[config.mk]
export PLATFORM = sky130hd
export DESIGN_NAME = snake_score
export DESIGN_NICKNAME = d
export VERILOG_FILES = /design/src/rtl/snake_pkg.sv /design/src/rtl/snake_bcd_inc.sv /design/src/rtl/snake_score.sv
export SDC_FILE = /design/constraint.sdc
export NUM_CORES = 1
export LEC_CHECK = 0
export BUFFER_PORTS_ARGS = -buffer_cell sky130_fd_sc_hd__buf_2
export CORE_ASPECT_RATIO = 0.6
export CORE_MARGIN = 2
export CORE_UTILIZATION = 35
export DETAILED_ROUTE_END_ITERATION = 10
export GPL_TIMING_DRIVEN = 0
export SLEW_MARGIN = 10
export SYNTH_ARGS = -nofsm -noshare
export SYNTH_HDL_FRONTEND = slang
export SYNTH_HIERARCHICAL = 1
export SYNTH_SLANG_ARGS = --single-unit
[constraint.sdc]
create_clock -name clk -period 2.7 [get_ports clk]
set_input_delay 0.54 -clock clk [delete_from_list [all_inputs] [get_ports clk]]
set_output_delay 0.54 -clock clk [all_outputs]
set_load 0.05 [all_outputs]
[src/rtl/snake_pkg.sv]
// Shared types for the snake score block: FSM state encodings and the BCD digit type.
package snake_pkg;

  typedef enum logic [1:0] {
    ST_IDLE = 2'd0,
    ST_PLAY = 2'd1,
    ST_OVER = 2'd2
  } state_t;

  typedef logic [3:0] bcd_t;

  localparam bcd_t BCD_MAX = 4'd9;

endpackage

[src/rtl/snake_bcd_inc.sv]
// Two-digit BCD incrementer; carry_o flags the 99 -> 00 wrap.
module snake_bcd_inc
  import snake_pkg::*;
(
  input  bcd_t tens_i,
  input  bcd_t ones_i,
  output bcd_t tens_o,
  output bcd_t ones_o,
  output logic carry_o
);

  always_comb begin
    tens_o  = tens_i;
    ones_o  = ones_i + 4'd1;
    carry_o = 1'b0;
    if (ones_i >= BCD_MAX) begin
      ones_o = 4'd0;
      if (tens_i >= BCD_MAX) begin
        tens_o  = 4'd0;
        carry_o = 1'b1;
      end else begin
        tens_o = tens_i + 4'd1;
      end
    end
  end

endmodule

[src/rtl/snake_score.sv]
// Snake game score keeper: BCD score, win detection and optional high score.
// Define SNAKE_SCORE_HISCORE_EN to build the high-score registers.
module snake_score
  import snake_pkg::*;
#(
  parameter int MAX_SCORE = 99
) (
  input  logic       clk,
  input  logic       rst,
  input  logic       start,
  input  logic       eat,
  input  logic       game_over,
  output logic [3:0] score_data,
  output logic [3:0] score_tens,
  output logic [3:0] hi_ones,
  output logic [3:0] hi_tens,
  output logic       score_vld,
  output logic [1:0] game_st,
  output logic       win
);

  localparam bcd_t MAX_TENS = bcd_t'(MAX_SCORE / 10);
  localparam bcd_t MAX_ONES = bcd_t'(MAX_SCORE % 10);

  state_t state_q, state_d;
  bcd_t   ones_q, ones_d;
  bcd_t   tens_q, tens_d;
  logic   vld_q, vld_d;
  logic   win_q, win_d;
  logic   eat_q;
  logic   eat_rise;
  logic   enter_over;

  bcd_t   inc_tens, inc_ones;
  logic   inc_carry;

  snake_bcd_inc u_bcd_inc (
    .tens_i  (tens_q),
    .ones_i  (ones_q),
    .tens_o  (inc_tens),
    .ones_o  (inc_ones),
    .carry_o (inc_carry)
  );

  assign eat_rise = eat & ~eat_q;

  always_comb begin
    state_d    = state_q;
    ones_d     = ones_q;
    tens_d     = tens_q;
    vld_d      = 1'b0;
    win_d      = win_q;
    enter_over = 1'b0;
    case (state_q)
      ST_IDLE, ST_OVER: begin
        if (start) begin
          state_d = ST_PLAY;
          ones_d  = 4'd0;
          tens_d  = 4'd0;
          win_d   = 1'b0;
          vld_d   = 1'b1;
        end
      end
      ST_PLAY: begin
        if (start) begin
          ones_d = 4'd0;
          tens_d = 4'd0;
          win_d  = 1'b0;
          vld_d  = 1'b1;
        end else begin
          // A food eaten alongside game_over still counts before the game ends.
          if (eat_rise) begin
            ones_d = inc_ones;
            tens_d = inc_tens;
            vld_d  = 1'b1;
            if (inc_carry) begin
              ones_d     = BCD_MAX;
              tens_d     = BCD_MAX;
              win_d      = 1'b1;
              enter_over = 1'b1;
            end else if (inc_tens == MAX_TENS && inc_ones == MAX_ONES) begin
              win_d      = 1'b1;
              enter_over = 1'b1;
            end
          end
          if (game_over) begin
            enter_over = 1'b1;
          end
          if (enter_over) begin
            state_d = ST_OVER;
          end
        end
      end
      default: state_d = ST_IDLE;
    endcase
  end

  always_ff @(posedge clk or posedge rst) begin
    if (rst) begin
      state_q <= ST_IDLE;
      ones_q  <= 4'd0;
      tens_q  <= 4'd0;
      vld_q   <= 1'b0;
      win_q   <= 1'b0;
      eat_q   <= 1'b0;
    end else begin
      state_q <= state_d;
      ones_q  <= ones_d;
      tens_q  <= tens_d;
      vld_q   <= vld_d;
      win_q   <= win_d;
      eat_q   <= eat;
    end
  end

`ifdef SNAKE_SCORE_HISCORE_EN
  bcd_t hi_ones_q, hi_ones_d;
  bcd_t hi_tens_q, hi_tens_d;

  // BCD digits compare correctly as a plain 8-bit unsigned value.
  always_comb begin
    hi_ones_d = hi_ones_q;
    hi_tens_d = hi_tens_q;
    if (enter_over && ({tens_d, ones_d} > {hi_tens_q, hi_ones_q})) begin
      hi_ones_d = ones_d;
      hi_tens_d = tens_d;
    end
  end

  always_ff @(posedge clk or posedge rst) begin
    if (rst) begin
      hi_ones_q <= 4'd0;
      hi_tens_q <= 4'd0;
    end else begin
      hi_ones_q <= hi_ones_d;
      hi_tens_q <= hi_tens_d;
    end
  end

  assign hi_ones = hi_ones_q;
  assign hi_tens = hi_tens_q;
`else
  assign hi_ones = 4'd0;
  assign hi_tens = 4'd0;
`endif

  assign score_data = ones_q;
  assign score_tens = tens_q;
  assign score_vld  = vld_q;
  assign game_st    = state_q;
  assign win        = win_q;

endmodule

==> impl_metrics.env <==
export IMPL_status="completed"
export IMPL_fmax_mhz=428
export IMPL_numCtsBuffers=3
export IMPL_area_growth_syn_to_layout_pct=19.3
export IMPL_drc_errors=0
export IMPL_crit_path_top_delay_cell="dfrtp_1"
export IMPL_p_sw_w=0.000188
export IMPL_routed_via_count=750
export IMPL_p_comb_frac=0.289
export IMPL_initial_core_util=0.379
export IMPL_clock_skew_ns=0.00260
export IMPL_ios=25
export IMPL_syn_instance_count=96
export IMPL_synth_top_area_frac=0.336
export IMPL_register_area_sq_um=325
export IMPL_gr_total_overflow=0
export IMPL_cp_start_kind="flip-flop"
export IMPL_slew_headroom=0.662
export IMPL_cts_tree="yes"
export IMPL_root_buffer="clkbuf_8"
export IMPL_path_cells="ha_1 > nor3b_4 > nor2b_2 > a41o_1 > nor4b_4 > a21oi_1 > o311a_2"
export IMPL_portBuffers=15
export IMPL_ys_top_cells_by_area="dfrtp_1 (34%), ha_1 (7.8%), buf_4 (6.2%), inv_1 (5.4%), mux2i_1 (5.2%)"
export IMPL_dr_pass1_iters=6
export IMPL_grt_pass1_wl_microns=3210
export IMPL_die_area_sq_um=3220
export IMPL_synth_edf_count=0
export IMPL_critPathMaxStageDelay_ns=0.46
export IMPL_intPower_w=0.000364
export IMPL_grt_usage=0.138
export IMPL_ir_drop_v=0.000233
export IMPL_dp_hpwl_microns=1540
export IMPL_nFillCells=254
export IMPL_final_cell_mix="buf_2 (15), inv_1 (14), dfrtp_1 (13), buf_4 (8), conb_1 (8)"
export IMPL_fp_row_count=14
export IMPL_period_share=0.866
export IMPL_crit_fanout=7
export IMPL_cts_sinks=13
export IMPL_cts_repair_resized=0
export IMPL_ant_nets=0
export IMPL_coreArea_sq_um=2560
export IMPL_wire_per_inst_microns=12.9
export IMPL_seq_power_share=0.399
export IMPL_antenna_found_initial=0
export IMPL_postCtsSetupBuffers=0
export IMPL_synth_avg_cell_area_sq_um=10.1
export IMPL_clk_latency_ns=0.24
export IMPL_synth_top_flop_cell="dfrtp_1"
export IMPL_clkPwrFrac=0.312
export IMPL_mappedNetlistArea_sq_um=968
export IMPL_final_common_cell="buf_2"
export IMPL_globalplace_congestion=0.826
export IMPL_seq_area_frac_synth=0.336
export IMPL_wl_microns=1980
export IMPL_dp_cells=150
export IMPL_rsz0062_at_grt="no"
export IMPL_path_class="flip-flop to flip-flop"
export IMPL_p_leak_nw=0.577
export IMPL_yosysUniqueCellTypes=37
export IMPL_arrival_ns=2.46
export IMPL_multi_input_area_sq_um=546
export IMPL_worst_slew_pin_transition_ns=0.507
export IMPL_whs_ns=0.318
export IMPL_yosysWarningCount=6
export IMPL_p_sw_frac=0.341
export IMPL_grt_pass1_vias=662
export IMPL_cp_data_required_time_ns=2.82
export IMPL_synth_async_reset_ratio=1.00
export IMPL_nets=134
export IMPL_die_h_microns=44.7
export IMPL_fin_tns_setup_ns=0
export IMPL_finalMaxSlewViolations=0
export IMPL_cts_htree_levels=1
export IMPL_final_cells=154
export IMPL_drt_initial_drc_count=28
export IMPL_n_antenna_cell=0
export IMPL_vias_per_cell=4.87
export IMPL_min_period_ns=2.34
export IMPL_ys_ff_latch=13
export IMPL_ctsHoldBuffers=0
export IMPL_clockBufferDepth=2
export IMPL_die_w_microns=71.9
export IMPL_max_cap_violations=0
export IMPL_setup_viol=0
export IMPL_cp_end_kind="flip-flop"
export IMPL_hold_viol=0
export IMPL_power_density_nw_per_um2=478
export IMPL_drive_gt1_frac=0.328
export IMPL_hp_class="primary input to asynchronous set/reset pin"
export IMPL_grt_max_degree=14
export IMPL_synth_area_leader_cell="dfrtp_1"
export IMPL_clk_pin_slew_ns=0.05
==> layout make-up <==
cell class | instances | share of cell area
buffer | 9 | 0.0618
clock buffer | 4 | 0.0390
inverter | 14 | 0.0455
multi-input combinational | 67 | 0.472
sequential | 13 | 0.282
tap | 32 | 0.0347
timing repair buffer | 15 | 0.0650
==> power by group through the flow <==
| stage | Clock, W | Combinational (W) | Sequential, W |
|---|---|---|---|
| 2_1_floorplan | 0 | 0.000102 | 0.000253 |
| 3_3_place_gp | 0 | 0.000158 | 0.000222 |
| 3_5_place_dp | 0 | 0.000159 | 0.000223 |
| 4_1_cts | 0.000179 | 0.000159 | 0.000220 |
| 5_1_grt | 0.000189 | 0.000171 | 0.000222 |
| 6_report | 0.000173 | 0.000160 | 0.000220 |
==> path summary, 6_finish.rpt <==
path | startpoint | endpoint | slack [ns] | cells after the start
max reg2reg | score_data[0] | game_st[0] | 0.36 | 7
max | score_data[0] | game_st[0] | 0.36 | 7
max in group asynchronous | rst | game_st[1] | 2.04 | 2
min | rst | score_tens[3] | 0.32 | 2
min reg2reg | win | win | 0.56 | 2
min in group clk | eat | eat_q | 0.43 | 1
==> cell families (layout without fill, tap and decap cells) <==
logic type,count (synthesis),count (layout),synth area share
xor gates and xnor gates,1,1,0.00905
and+or+nand+nor,22,22,0.180
AOI/OAI and AO/OA,24,24,0.199
buffers and inverters,23,42,0.128
muxes,6,6,0.0672
adders and majority gates,6,6,0.0775
DFF,13,13,0.336
other,1,8,0.00387
==> sequential cells by signal (all words and copies together) (netlist names) <==
| name | flops |
|---|---|
| score_tens | 4 |
| score_data | 4 |
| game_st | 2 |
| eat_q | 1 |
| win | 1 |
| score_vld | 1 |
==> metal layers <==
| metal | GRT usage | up-vias | share of wire |
|---|---|---|---|
| li1 | - | 371 | - |
| met1 | 0.194 | 353 | 0.52 |
| met2 | 0.187 | 22 | 0.40 |
| met3 | 0.0558 | 4 | 0.067 |
| met4 | 0.0566 | 0 | 0.013 |
| met5 | 0 | - | 0 |
==> cells in the mapped netlist (2+ instances only) <==
| cell type | n |
|---|---|
| mux2i_1 | 5 |
| a22o_2 | 4 |
| a211oi_1 | 2 |
| ha_1 | 6 |
| o21ai_0 | 5 |
| nor3b_4 | 2 |
| nand2_1 | 3 |
| a21oi_1 | 2 |
| dfrtp_1 | 13 |
| buf_4 | 8 |
| nor2_1 | 6 |
| nand2b_1 | 2 |
| inv_1 | 14 |
==> worst max-delay path, delay by kind of cell (launching register included) <==
kind	cells	cell delay [ns]
AOI/OAI and AO/OA	3	0.81
adders and majority gates	1	0.26
and+or+nand+nor	3	0.67
DFF	1	0.46
==> through the flow <==
| step | power (W) | setup slack (ns) | area (sq um) | utilization |
|---|---|---|---|---|
| floorplan | 0.000355 | 0.229 | 995 | - |
| global placement | 0.000380 | 0.392 | 1110 | 0.434 |
| detailed placement | 0.000382 | 0.367 | 1110 | 0.434 |
| CTS | 0.000558 | 0.355 | 1150 | 0.452 |
| global route | 0.000583 | 0.236 | 1150 | 0.452 |
| finish | 0.000552 | 0.361 | 1150 | 0.452 |
Power figures use the tool's default switching activity.
